<file path="src/rtl/adventure_game_engine_if.sv">
// Player-facing bus of the adventure game engine: move requests in, game state out.
interface adventure_game_engine_if #(
    parameter int unsigned LW     = 2,
    parameter int unsigned MOVE_W = 8
) ();
    logic              move_valid;
    logic [1:0]        direction;
    logic              restart;
    logic [2:0]        room;
    logic              has_sword;
    logic [LW-1:0]     lives;
    logic [MOVE_W-1:0] moves;
    logic              win;
    logic              dead;
    logic              bump;

    modport master (
        output move_valid, direction, restart,
        input  room, has_sword, lives, moves, win, dead, bump
    );

    modport slave (
        input  move_valid, direction, restart,
        output room, has_sword, lives, moves, win, dead, bump
    );
endinterface

</file>
<file path="src/rtl/adventure_game_engine.sv">
// Room-map adventure game: move between rooms, grab the sword in the Stash, and
// survive the Dragon's Den encounter, which resolves after a fixed number of ticks.
module adventure_game_engine #(
    parameter int unsigned TICK_DIV  = 3,
    parameter int unsigned DEN_TICKS = 2,
    parameter int unsigned MAX_LIVES = 3,
    parameter int unsigned MOVE_W    = 8
) (
    input logic                    clk,
    input logic                    reset,
    adventure_game_engine_if.slave bus
);
    localparam int unsigned LW = $clog2(MAX_LIVES + 1);
    localparam int unsigned TW = (TICK_DIV > 1) ? $clog2(TICK_DIV) : 1;
    localparam int unsigned DW = (DEN_TICKS > 1) ? $clog2(DEN_TICKS) : 1;

    localparam logic [TW-1:0] TickLast  = TW'(TICK_DIV - 1);
    localparam logic [DW-1:0] DenLast   = DW'(DEN_TICKS - 1);
    localparam logic [LW-1:0] LivesInit = LW'(MAX_LIVES);

    localparam logic [1:0] DirN = 2'b00;
    localparam logic [1:0] DirE = 2'b01;
    localparam logic [1:0] DirS = 2'b11;
    localparam logic [1:0] DirW = 2'b10;

    typedef enum logic [2:0] {
        RmCave      = 3'b000,
        RmTunnel    = 3'b001,
        RmRiver     = 3'b010,
        RmStash     = 3'b011,
        RmDen       = 3'b100,
        RmGraveyard = 3'b101,
        RmVault     = 3'b110
    } room_e;

    room_e             room_q, room_d;
    logic              sword_q, sword_d;
    logic [LW-1:0]     lives_q, lives_d;
    logic [MOVE_W-1:0] moves_q, moves_d;
    logic              bump_q, bump_d;
    logic [TW-1:0]     tick_q, tick_d;
    logic [DW-1:0]     den_q, den_d;

    logic  tick;
    logic  exit_ok;
    room_e exit_room;

    assign tick = (tick_q == TickLast);

    // Exit table: destination for the requested direction from the current room.
    always_comb begin
        exit_ok   = 1'b0;
        exit_room = room_q;
        case (room_q)
            RmCave:   if (bus.direction == DirE) begin exit_ok = 1'b1; exit_room = RmTunnel; end
            RmTunnel: begin
                if (bus.direction == DirW) begin exit_ok = 1'b1; exit_room = RmCave;  end
                if (bus.direction == DirS) begin exit_ok = 1'b1; exit_room = RmRiver; end
            end
            RmRiver: begin
                if (bus.direction == DirN) begin exit_ok = 1'b1; exit_room = RmTunnel; end
                if (bus.direction == DirW) begin exit_ok = 1'b1; exit_room = RmStash;  end
                if (bus.direction == DirE) begin exit_ok = 1'b1; exit_room = RmDen;    end
            end
            RmStash:  if (bus.direction == DirE) begin exit_ok = 1'b1; exit_room = RmRiver; end
            default:  ;
        endcase
    end

    // Next-state: movement, den encounter, terminal-room restart and prescaler.
    always_comb begin
        room_d  = room_q;
        sword_d = sword_q;
        lives_d = lives_q;
        moves_d = moves_q;
        bump_d  = 1'b0;
        den_d   = den_q;
        tick_d  = tick ? '0 : tick_q + 1'b1;

        case (room_q)
            RmCave, RmTunnel, RmRiver, RmStash: begin
                if (bus.move_valid) begin
                    if (exit_ok) begin
                        room_d = exit_room;
                        if (moves_q != '1) moves_d = moves_q + 1'b1;
                        if (exit_room == RmStash) sword_d = 1'b1;
                        if (exit_room == RmDen)   den_d   = '0;
                    end else begin
                        bump_d = 1'b1;
                    end
                end
            end
            RmDen: begin
                bump_d = bus.move_valid;
                if (tick) begin
                    if (den_q == DenLast) begin
                        // Sword is checked only now, at resolution time.
                        if (sword_q) begin
                            room_d = RmVault;
                        end else if (lives_q > LW'(1)) begin
                            lives_d = lives_q - 1'b1;
                            room_d  = RmCave;
                        end else begin
                            lives_d = '0;
                            room_d  = RmGraveyard;
                        end
                    end else begin
                        den_d = den_q + 1'b1;
                    end
                end
            end
            RmVault, RmGraveyard: begin
                if (bus.restart) begin
                    room_d  = RmCave;
                    lives_d = LivesInit;
                    moves_d = '0;
                    sword_d = 1'b0;
                end else begin
                    bump_d = bus.move_valid;
                end
            end
            default: begin
                // Unused encoding recovers to the Cave.
                room_d = RmCave;
                bump_d = bus.move_valid;
            end
        endcase
    end

    // State register with synchronous reset taking priority over everything.
    always_ff @(posedge clk) begin
        if (reset) begin
            room_q  <= RmCave;
            sword_q <= 1'b0;
            lives_q <= LivesInit;
            moves_q <= '0;
            bump_q  <= 1'b0;
            tick_q  <= '0;
            den_q   <= '0;
        end else begin
            room_q  <= room_d;
            sword_q <= sword_d;
            lives_q <= lives_d;
            moves_q <= moves_d;
            bump_q  <= bump_d;
            tick_q  <= tick_d;
            den_q   <= den_d;
        end
    end

    // Outputs straight from registered state.
    always_comb begin
        bus.room      = room_q;
        bus.has_sword = sword_q;
        bus.lives     = lives_q;
        bus.moves     = moves_q;
        bus.bump      = bump_q;
        bus.win       = (room_q == RmVault);
        bus.dead      = (room_q == RmGraveyard);
    end
endmodule
</file>
<file path="src/flat_wrapper.sv">
// flat-port wrapper written by rule: the top's interface ports become plain ports
module adventure_game_engine_flat 
#(
    parameter int unsigned TICK_DIV  = 3,
    parameter int unsigned DEN_TICKS = 2,
    parameter int unsigned MAX_LIVES = 3,
    parameter int unsigned MOVE_W    = 8
)
  (clk, reset, bus_move_valid, bus_direction, bus_restart, bus_room, bus_has_sword, bus_lives, bus_moves, bus_win, bus_dead, bus_bump);
  adventure_game_engine_if #(.MOVE_W(MOVE_W)) bus_i ();
  input logic clk;
  input logic reset;
  input wire logic [$bits(bus_i.move_valid)-1:0] bus_move_valid;
  input wire logic [$bits(bus_i.direction)-1:0] bus_direction;
  input wire logic [$bits(bus_i.restart)-1:0] bus_restart;
  output wire logic [$bits(bus_i.room)-1:0] bus_room;
  output wire logic [$bits(bus_i.has_sword)-1:0] bus_has_sword;
  output wire logic [$bits(bus_i.lives)-1:0] bus_lives;
  output wire logic [$bits(bus_i.moves)-1:0] bus_moves;
  output wire logic [$bits(bus_i.win)-1:0] bus_win;
  output wire logic [$bits(bus_i.dead)-1:0] bus_dead;
  output wire logic [$bits(bus_i.bump)-1:0] bus_bump;
  assign bus_i.move_valid = bus_move_valid;
  assign bus_i.direction = bus_direction;
  assign bus_i.restart = bus_restart;
  assign bus_room = bus_i.room;
  assign bus_has_sword = bus_i.has_sword;
  assign bus_lives = bus_i.lives;
  assign bus_moves = bus_i.moves;
  assign bus_win = bus_i.win;
  assign bus_dead = bus_i.dead;
  assign bus_bump = bus_i.bump;
  adventure_game_engine #(.TICK_DIV(TICK_DIV), .DEN_TICKS(DEN_TICKS), .MAX_LIVES(MAX_LIVES), .MOVE_W(MOVE_W)) u_core (.clk(clk), .reset(reset), .bus(bus_i));
endmodule
</file>
<file path="config.mk">
export PLATFORM = sky130hd
export DESIGN_NAME = adventure_game_engine_flat
export DESIGN_NICKNAME = d
export VERILOG_FILES = /design/src/rtl/adventure_game_engine_if.sv /design/src/rtl/adventure_game_engine.sv /design/src/flat_wrapper.sv
export SDC_FILE = /design/constraint.sdc
export NUM_CORES = 1
export LEC_CHECK = 0
export ABC_CLOCK_PERIOD_IN_PS = 1600
export CAP_MARGIN = 20
export CORE_MARGIN = 3
export CORE_UTILIZATION = 45
export CTS_CLUSTER_DIAMETER = 100
export DETAILED_ROUTE_END_ITERATION = 10
export PLACE_DENSITY = 0.75
export SLEW_MARGIN = 10
export SYNTH_ARGS = -nofsm -noshare
export SYNTH_HDL_FRONTEND = slang
export SYNTH_SLANG_ARGS = --single-unit
export TNS_END_PERCENT = 30
</file>
<file path="constraint.sdc">
create_clock -name clk -period 1.6 [get_ports clk]
set_clock_uncertainty 0.05 [all_clocks]
set_input_delay 0.32 -clock clk [delete_from_list [all_inputs] [get_ports clk]]
set_output_delay 0.32 -clock clk [all_outputs]
set_load 0.03 [all_outputs]
</file>
== After elaboration in Yosys (flattened, before gate mapping) ==
Index checks and enable logic that the tools add are counted.
Word-level totals
  register bits after elaboration: 18
  bits of input ports: 6
  output and inout port bits: 17
Cells by class
  add/subtract/negate cells: 4
  order comparisons: 1
  equality and inequality tests: 22
  muxes and demuxes: 49
  reduce and logical (&&, ||, !) cells: 14
Operator list (number)
  2-to-1 mux 3 bit: 14
  2-to-1 mux 8 bit: 4
  AND reduction 5 bit: 5
  2-to-1 mux 1 bit: 18
  one-hot mux 8 bit (2 select lines): 1
  equality test 3 bit, second input constant: 4
  != test 2 x 1 -> 1 bit, second input constant: 6
  one-hot mux 3 bit (4 select lines): 1
  2-to-1 mux 2 bit: 5
  equality test 3 x 2 -> 1 bit, second input constant: 3
  one-hot mux 3 bit (3 select lines): 1
  adder 8 x 1 -> 8 bit, second input constant: 1
  != test 8 bit, second input constant: 1
  equality test 2 bit, second input constant: 3
  != test 2 bit, second input constant: 3
  one-hot mux 1 bit (2 select lines): 3
  nonzero test 2 bit: 3
  OR reduction 2 bit: 3
  one-hot mux 2 bit (2 select lines): 1
  OR reduction 4 bit: 1
  equality test 3 x 1 -> 1 bit, second input constant: 1
  logical NOT 3 bit: 1
  one-hot mux 1 bit (3 select lines): 1
  adder 2 x 1 -> 2 bit, second input constant: 1
  5 further kinds: 5

== Logic depth before layout (Yosys ltp) ==
Gate-level depths: netlist of the first run.
  depth after elaboration: 10
  gate-level depth with buffers: 7

== Least setup slack after synthesis of the first run ==
No wires, ideal clock.
  kind: flip-flop to flip-flop
  start: reg u_core.room_q[1] (netlist: u_core.bus.room[1])
  end: reg u_core.moves_q[1] (netlist: u_core.bus.moves[1])
  library setup time: 0.070 ns
  arrival: 1.770 ns
  path slack: -0.290 ns
  cell stages (with the launch flop): 7
  period minus slack after synthesis: 1.890 ns
  path through: dfxtp_1 -> buf_6 -> nand3b_1 -> a21oi_2 -> o32ai_2 -> or4b_1 -> a21oi_1
Between the ends
  cells in the longest elaborated chain, start to end: 5
  elaborated cells between the ends (all ways): 17
  classes of those cells: eq/ne: 9; mux: 2; reduce/logical: 6
RTL lines
  start, declared: RTL line adventure_game_engine.sv:36  | room_e room_q, room_d;
  start signal, assigned: RTL line adventure_game_engine.sv:133  | room_q <= RmCave;
  start signal, assigned: RTL line adventure_game_engine.sv:141  | room_q <= room_d;
  equality test 3 x 2 -> 1 bit / logical NOT 3 bit (equally long branches): RTL line adventure_game_engine.sv:54, adventure_game_engine.sv:80
  OR reduction 2 bit (no source line)
  one-hot mux 1 bit (3 select lines): RTL line adventure_game_engine.sv:54  | case (room_q)
  != test 2 x 1 -> 1 bit (no source line)
  AND reduction 5 bit (no source line)
  end signal, assigned: RTL line adventure_game_engine.sv:144  | moves_q <= moves_d;
  end, declared: RTL line adventure_game_engine.sv:39  | logic [MOVE_W-1:0] moves_q, moves_d;
Parallel ways exist; a longest one is shown, timed or not.
A chain may end at the register's enable or synchronous reset.

== Worst setup path in the final report of the first run ==
Ends and elaborated chain as after synthesis.

==> impl_metrics.json, run 1 <==
{
  "status": "finished with violations",
  "violations": "setup timing",
  "r2r_slack_ps": -140,
  "clock_sinks": 18,
  "num_rows": 17,
  "numCtsBuffers": 3,
  "cp_num_cells": 5,
  "htree_levels": 1,
  "synth_top_area_cell": "dfxtp_1",
  "grt_pass1_vias": 1214,
  "ys_seq_area_share_pct": 33.1,
  "wl_um": 3110,
  "fmax_mhz": 576,
  "wl_met1_um": 1300,
  "grt_overflow_total": 0,
  "start_kind": "register",
  "synthTopCellsByArea": "dfxtp_1, o21ai_0, a21oi_1",
  "netlist_area_um2": 1090,
  "synth_cells": 135,
  "setup_ws_ps": -135,
  "arrival_ps": 1930,
  "path_buf_inv": 0,
  "area_delta_synth_final_pct": 50.1,
  "nets": 191,
  "syn-num-nets": 143,
  "fp.dieH_um": 55.2,
  "worst_slew_pin_slew_ps": 437,
  "irDropWorstVdd_mv": 0.486,
  "wl_met3_um": 150,
  "core_area_um2": 2250,
  "total_power_mw": 1.06,
  "setup_viol": 11,
  "synthFlopType": "dfxtp_1",
  "drcViolationCount": 0,
  "endpoint": "u_core.bus.moves[1]",
  "synth_edf_count": 0,
  "cts-root-buf": "clkbuf_4",
  "yosysTopAreaCellShare_pct": 33.1,
  "cp-end-kind": "register",
  "crit_family": "simple AND/OR/NAND/NOR gates",
  "leakagePower_nw": 0.691,
  "antenna_left": 0,
  "layout.cells.non_filler": 210,
  "min_path_type": "reg2reg",
  "gp_congestion": 0.895,
  "initial_utilization_pct": 48.3,
  "met2_length_um": 1610,
  "grt_pass1_wl_um": 5210,
  "track_usage_pct": 23.7,
  "final_max_slew_viol_count": 0,
  "tritoncts": "built",
  "crit_fanout": 7,
  "yosysMostFrequentCell": "dfxtp_1",
  "r2r-end": "u_core.bus.moves[1]",
  "power_density_nw_per_um2": 647,
  "port_buffers": 22,
  "yosys_warnings": 0,
  "dpl_cell_area_um2": 1490,
  "crit_type": "reg2reg",
  "vias": 1224,
  "wl_per_cell_um": 14.8,
  "die_x_um": 55.2,
  "synth_seq_cells": 18,
  "reg2reg_depth": 5,
  "crit_start": "u_core.bus.room[1]",
  "dr.pass1.iters": 4,
  "r2r-start": "u_core.bus.room[1]",
  "dp.final_hpwl_um": 2200,
  "slew_headroom_pct": 70.9,
  "async_flop_share_pct": 0,
  "antenna_found_initial": 0,
  "first_iter_violations": 32,
  "clk_pin_slew_ps": 110,
  "cp_slowest_cell": "or4b_1",
  "clockBufferDepth": 2,
  "dpl.cell_count": 202,
  "cts-hold-fix-buffers": 0,
  "synth.distinct_cells": 45,
  "drive_above_1_share_pct": 34.6,
  "grt_max_degree": 17,
  "post-route-period-util_pct": 108,
  "crit_chain": "nand3b_1, a21oi_4, o32ai_4, or4b_1, a21oi_1",
  "ios": 23,
  "die_area_um2": 3050,
  "worstPathRequired_ps": 1790,
  "grt_setup_unrepaired": "yes",
  "hold_viol_final": 0,
  "highest_layer": "met4",
  "period_minus_slack_ps": 1740,
  "finish.utilization_pct": 72.5,
  "vias_per_cell": 5.83,
  "synthTopCellsByCount": "dfxtp_1, nand2_1, o21ai_0, a21oi_1",
  "final_area_um2": 1630,
  "clock_latency_ps": 300,
  "syn_area_per_cell_um2": 8.06,
  "insertedDiodeCount": 0,
  "cp_slowest_stage_delay_ps": 540,
  "cap_violations": 0
}
[kinds of logic after synthesis]
logic type | count (synthesis) | share of synthesized area, %
compound gates | 44 | 27.0
xor+xnor | 2 | 1.61
fa+ha+maj | 3 | 3.22
buf+inv | 14 | 6.55
flops | 18 | 33.1
simple gates | 54 | 28.5
[worst reg2reg max path: cells and delay by family, from the launching register on]
family             cells  cell delay [ps]
and+or+nand+nor        2              770
AOI/OAI and AO/OA      3              470
DFF                    1              390
[through the flow]
step	setup WS [ps]	hold WS, ps	setup TNS, ps
after floorplan	-81.4	351	-132
after global placement	-594	360	-5920
after detailed placement	-686	365	-6600
after CTS	-125	387	-595
after global routing	-221	396	-1820
final	-135	387	-766
[where the power goes]
part	internal [mW]	leakage (nW)	switching, mW
Sequential	0.467	0.149	0.0161
Combinational	0.139	0.520	0.144
Clock	0.139	0.0210	0.153
[routing by layer]
layer | GRT usage, % | up-vias
met5 | 0 | -
met4 | 11.3 | 0
met3 | 6.17 | 8
met2 | 41.5 | 40
met1 | 26.4 | 579
li1 | - | 597
[what timing repair did]
action                     in CTS  in global routing
setup buffers                   2                  2
setup endpoints to repair      29                 19
pin swaps                       8                  1
gates cloned                    1                  0
gates resized for setup        35                 14
[worst min path at each step]
stage	from	to	slack, ps	depth (start not counted)
floorplan	u_core.tick_q[0]	u_core.tick_q[0]	350	1
global placement	u_core.tick_q[0]	u_core.tick_q[0]	360	1
detailed placement	u_core.tick_q[0]	u_core.tick_q[0]	370	1
CTS	u_core.tick_q[0]	u_core.tick_q[0]	390	1
global route	u_core.tick_q[0]	u_core.tick_q[0]	400	1
finish	u_core.tick_q[0]	u_core.tick_q[0]	390	1
[layout make-up]
| type | count | area [um^2] |
|---|---|---|
| inverter | 6 | 22.5 |
| tap | 28 | 35.0 |
| sequential | 18 | 374 |
| clock buffer | 4 | 36.3 |
| timing repair buffer | 50 | 419 |
| fill | 183 | 621 |
| multi-input combinational | 104 | 747 |
[registers in the layout, summed over array words and instances, names as in the netlist]
register,cells
u_core.bus.moves,8
u_core.bus.room,3
u_core.bus.lives,2
u_core.tick_q,2
u_core.bus.bump,1
u_core.bus.has_sword,1
u_core.den_q,1
[layout by cell type (no fill, tap or decap), drive strengths merged, types with 2 or more instances in the layout]
cell type / Yosys / final
nor2: 5 / 5
o21a: 2 / 2
and2: 4 / 4
buf: 6 / 31
nand3b: 2 / 2
a21oi: 10 / 10
or4b: 2 / 2
o31ai: 2 / 2
nand3: 6 / 6
o32ai: 1 / 2
dlygate4sd2: 0 / 14
o21ai: 13 / 13
or3: 6 / 6
inv: 6 / 6
dfxtp: 18 / 18
a31oi: 5 / 5
and3: 5 / 5
clkdlybuf4s50: 0 / 2
ha: 2 / 2
nand2: 10 / 10
clkbuf: 2 / 6
nor2b: 5 / 5
nor3: 5 / 5
Note: power is estimated with default switching activity, not from simulation.
==> run 2: changes to the inputs <==
--- a/config.mk
+++ b/config.mk
@@ -8,10 +8,11 @@
 export ABC_CLOCK_PERIOD_IN_PS = 1600
 export CAP_MARGIN = 20
 export CORE_MARGIN = 3
-export CORE_UTILIZATION = 45
+export CORE_UTILIZATION = 30
 export CTS_CLUSTER_DIAMETER = 100
+export CTS_CLUSTER_SIZE = 16
 export DETAILED_ROUTE_END_ITERATION = 10
-export PLACE_DENSITY = 0.75
+export PLACE_DENSITY = 0.54
 export SLEW_MARGIN = 10
 export SYNTH_ARGS = -nofsm -noshare
 export SYNTH_HDL_FRONTEND = slang
==> run 2 against run 1 <==
The run still ends with setup timing left. Sequential share of layout area decreased by 0.94 points. Critical path type unchanged. Maximum frequency increased by 1.2%. Via count decreased by 0.25%. Highest routed layer unchanged. Worst setup slack improved by 21 ps. Largest cell class unchanged. Largest power group unchanged. Utilization decreased by 23 points. First-iteration DRC count increased by 91%.
==> impl_metrics.json, run 2 (synthesized netlist as in run 1, its figures left out) <==
{
  "grt_overflow_total": 0,
  "r2r-start": "u_core.bus.room[0]",
  "reg2reg_depth": 6,
  "track_usage_pct": 14.7,
  "arrival_ps": 1900,
  "drive_above_1_share_pct": 38.8,
  "ios": 23,
  "insertedDiodeCount": 0,
  "num-fill-cells": 362,
  "post-route-period-util_pct": 107,
  "r2r-end": "u_core.bus.moves[1]",
  "grt_pass1_vias": 1144,
  "whs_endpoint": "u_core.tick_q[0]",
  "wl_per_cell_um": 13.6,
  "core_area_um2": 3420,
  "dp.final_hpwl_um": 2250,
  "wl_um": 3110,
  "numCtsBuffers": 3,
  "vias_per_cell": 5.33,
  "fp.dieH_um": 66.2,
  "clock_latency_ps": 300,
  "total_power_mw": 1.07,
  "initial_utilization_pct": 31.9,
  "tritoncts": "built",
  "final_common_cell": "buf_4",
  "clk_pin_slew_ps": 110,
  "hold_start": "u_core.tick_q[0]",
  "status": "finished with violations",
  "dr.pass1.iters": 4,
  "whs_ps": 383,
  "slew_headroom_pct": 77.6,
  "nets": 192,
  "fmax_mhz": 583,
  "drcViolationCount": 0,
  "port_buffers": 22,
  "start_kind": "register",
  "cap_violations": 0,
  "power_density_nw_per_um2": 633,
  "setup_ws_ps": -115,
  "antenna_found_initial": 0,
  "dpl_cell_area_um2": 1520,
  "crit_type": "reg2reg",
  "finish.utilization_pct": 49.6,
  "clock_sinks": 18,
  "cts-root-buf": "clkbuf_4",
  "die_area_um2": 4390,
  "grt_setup_unrepaired": "yes",
  "crit_start": "u_core.bus.room[0]",
  "vias": 1221,
  "layout.cells.non_filler": 229,
  "clockBufferDepth": 2,
  "min_path_type": "reg2reg",
  "area_delta_synth_final_pct": 55.5,
  "tns_ps": -1060,
  "num_rows": 21,
  "irDropWorstVdd_mv": 0.323,
  "final_max_slew_viol_count": 0,
  "die_x_um": 66.2,
  "antenna_left": 0,
  "place_ws_ps": -666,
  "hold_path_depth": 1,
  "period_minus_slack_ps": 1710,
  "violations": "setup timing",
  "first_iter_violations": 61,
  "cp-end-kind": "register",
  "leakagePower_nw": 0.726,
  "crit_fanout": 4,
  "hold_viol_final": 0,
  "grt_max_degree": 13,
  "worst_slew_pin_slew_ps": 337,
  "dpl.cell_count": 221,
  "htree_levels": 1,
  "final_cell_mix": "buf_4, dlygate4sd2_1, dfxtp_1",
  "worstPathRequired_ps": 1790,
  "largest_reg_flops": 8,
  "final_area_um2": 1690,
  "cts-hold-fix-buffers": 0,
  "gp_congestion": 0.903,
  "setup_viol": 14,
  "grt_pass1_wl_um": 4990,
  "r2r_slack_ps": -110
}
## run 2: cell types whose count changed in the layout (fill, tap and decap cells not counted), sizes merged
cell / previous run / this run
o32ai: 2 / 1
dlygate4sd2: 14 / 13
clkbuf: 6 / 7
clkdlybuf4s15: 1 / 0
buf: 31 / 33
dlymetal6s2s: 0 / 1
## run 2: where the power goes
| part | switching, mW | internal (mW) | total (mW) |
|---|---|---|---|
| Sequential | 0.0152 | 0.468 | 0.483 |
| Clock | 0.150 | 0.139 | 0.289 |
| Combinational | 0.151 | 0.149 | 0.299 |
## run 2: per-layer routing
metal | part of all wire (%) | GRT usage (%)
met1 | 47 | 17.7
met2 | 48 | 25.5
met3 | 3.2 | 3.57
met4 | 1.7 | 4.31
met5 | 0 | 0
## run 2: cell type report
| type | count | area (um^2) | area share (%) |
|---|---|---|---|
| multi-input combinational | 103 | 761 | 44.9 |
| sequential | 18 | 372 | 22.0 |
| inverter | 6 | 22.5 | 1.33 |
| clock buffer | 4 | 36.3 | 2.14 |
| timing repair buffer | 52 | 444 | 26.2 |
| tap | 46 | 57.6 | 3.40 |
## run 2: worst max-delay path, stage by stage, from the launching register on
cell	delay (ps)
dfxtp_4	380
buf_4	140
nor2_1	90
o21a_1	200
o32ai_4	140
or4b_4	540
a21oi_2	120
## run 2: timing repair
action,4_1_cts,5_1_grt
setup endpoints to repair,30,19
endpoints found under the hold margin,0,0
gates resized for setup,34,19
pin swaps,7,13
buffers inserted,3,3
## run 2: worst max path at each step
stage	end	slack, ps	cells past startpoint
finish	u_core.bus.moves[1]	-110	6
global route	u_core.bus.moves[0]	-200	5
CTS	u_core.bus.lives[0]	-170	6
detailed placement	u_core.bus.moves[0]	-670	7
global placement	u_core.bus.moves[1]	-590	7
floorplan	u_core.bus.moves[1]	-80	5
==> run 3: changes to the inputs <==
--- a/config.mk
+++ b/config.mk
@@ -9,10 +9,10 @@
 export CAP_MARGIN = 20
 export CORE_MARGIN = 3
 export CORE_UTILIZATION = 30
+export CTS_BUF_LIST = sky130_fd_sc_hd__clkbuf_8
 export CTS_CLUSTER_DIAMETER = 100
 export CTS_CLUSTER_SIZE = 16
 export DETAILED_ROUTE_END_ITERATION = 10
-export PLACE_DENSITY = 0.54
 export SLEW_MARGIN = 10
 export SYNTH_ARGS = -nofsm -noshare
 export SYNTH_HDL_FRONTEND = slang
==> run 3 against run 2 <==
The run still ends with setup timing left. Highest routed layer unchanged. Final cell count down 0.44%. Utilization up 0.51 points. Worst hold slack worse by 14 ps. Final area up 1.0%. Maximum frequency down 2.9%. Sequential cell count unchanged. Register-to-register slack worse by 50 ps. Sequential share of layout area down 0.079 points. Sequential power about the same. Routed wire length down 2.7%.
==> impl_metrics.json, run 3 (synthesized netlist as in run 1, its figures left out) <==
{
  "crit_fanout": 7,
  "fp.dieH_um": 66.2,
  "violations": "setup timing",
  "crit_start": "u_core.bus.room[0]",
  "nets": 191,
  "cap_violations": 0,
  "area_delta_synth_final_pct": 57.1,
  "die_area_um2": 4390,
  "setup_viol": 11,
  "crit_type": "reg2reg",
  "htree_levels": 1,
  "cp-end-kind": "register",
  "arrival_ps": 1900,
  "dr.pass1.iters": 4,
  "drcViolationCount": 0,
  "first_iter_violations": 78,
  "power_density_nw_per_um2": 641,
  "total_power_mw": 1.10,
  "num-fill-cells": 345,
  "num_rows": 21,
  "gp_congestion": 0.842,
  "clk_pin_slew_ps": 70,
  "grt_pass1_wl_um": 4910,
  "grt_pass1_vias": 1122,
  "clock_latency_ps": 250,
  "cts-hold-fix-buffers": 0,
  "clock_sinks": 18,
  "hold_viol_final": 0,
  "fmax_mhz": 566,
  "wl_per_cell_um": 13.3,
  "antenna_found_initial": 0,
  "slew_headroom_pct": 74.2,
  "vias_per_cell": 5.32,
  "grt_max_degree": 13,
  "ios": 23,
  "largest_reg_flops": 8,
  "path_common_cell": "a21oi_2",
  "worst_slew_pin_slew_ps": 387,
  "numCtsBuffers": 3,
  "irDropWorstVdd_mv": 0.308,
  "layout.cells.non_filler": 228,
  "post-route-period-util_pct": 110,
  "status": "finished with violations",
  "grt_overflow_total": 0,
  "setup_ws_ps": -167,
  "core_area_um2": 3420,
  "vias": 1212,
  "initial_utilization_pct": 31.9,
  "cp_slowest_cell": "or4b_4",
  "cts-root-buf": "clkbuf_8",
  "antenna_left": 0,
  "clockBufferDepth": 2,
  "period_minus_slack_ps": 1770,
  "insertedDiodeCount": 0,
  "final_area_um2": 1710,
  "port_buffers": 22,
  "whs_ps": 368,
  "tritoncts": "built",
  "drive_above_1_share_pct": 35.7,
  "dp.final_hpwl_um": 2340,
  "hold_start": "u_core.tick_q[0]",
  "r2r-start": "u_core.bus.room[0]",
  "start_kind": "register",
  "leakagePower_nw": 0.725,
  "track_usage_pct": 14.3,
  "worstPathRequired_ps": 1730,
  "final_common_cell": "buf_4",
  "dpl_cell_area_um2": 1530,
  "min_path_type": "reg2reg",
  "final_cell_mix": "buf_4, dlygate4sd2_1, dfxtp_1",
  "die_x_um": 66.2,
  "dpl.cell_count": 220,
  "final_max_slew_viol_count": 0,
  "wl_um": 3020,
  "place_ws_ps": -693,
  "crit_chain": "buf_6, nand3b_1, a21oi_2, o32ai_4, or4b_4, a21oi_2",
  "grt_setup_unrepaired": "yes",
  "cp_slowest_stage_delay_ps": 540
}
## run 3: cell count changes in the layout (fill, tap and decap cells not counted), sizes merged
| cell | delta |
|---|---|
| clkbuf | -4 |
| dlygate4sd2 | +4 |
| buf | -1 |
| dlymetal6s2s | -1 |
| inv | +1 |
## run 3: final timing paths
check / slack, ps / to / cells past startpoint
max: -170 / u_core.bus.moves[1] / 6
min: 370 / u_core.tick_q[0] / 1
max reg2reg: -170 / u_core.bus.moves[1] / 6
min reg2reg: 370 / u_core.tick_q[0] / 1
## run 3: report_power, final
group	total (mW)	internal (mW)	leakage (nW)	switching, mW
clock network	0.323	0.170	0.0269	0.153
logic	0.292	0.147	0.549	0.145
registers	0.481	0.467	0.149	0.0145
## run 3: cell type report
cell class | count | area [um^2] | area share [%]
multi-input cells | 103 | 752 | 44.0
clock buffers | 3 | 41.3 | 2.41
clock inverters | 1 | 3.75 | 0.219
flip-flops and latches | 18 | 374 | 21.9
well taps | 46 | 57.6 | 3.37
inverters | 6 | 22.5 | 1.32
repair buffers | 51 | 459 | 26.8
## run 3: critical path: cells and delay by family (launching register included)
family | cells | cell delay (ps)
buf+inv | 1 | 110
compound gates | 3 | 500
flops | 1 | 380
simple gates | 2 | 660
## run 3: per-stage QoR
stage | utilization, % | setup TNS [ps]
5_1_grt | 50.1 | -2130
2_1_floorplan | - | -132
6_report | 50.1 | -1110
4_1_cts | 47.5 | -1220
3_3_place_gp | 44.8 | -6770
3_5_place_dp | 44.8 | -7500
## run 3: repair_timing
action | 4_1_cts | 5_1_grt
cloned | 0 | 0
buffers inserted | 4 | 1
gates resized for setup | 26 | 25
setup endpoints to repair | 29 | 16
pin swaps | 15 | 9
## run 3: per-layer routing
layer,vias up,track usage [%],wire [um]
li1,598,-,-
met1,574,16.0,1270
met2,38,26.8,1580
met3,2,2.72,157
met4,0,4.57,17
met5,-,0,0
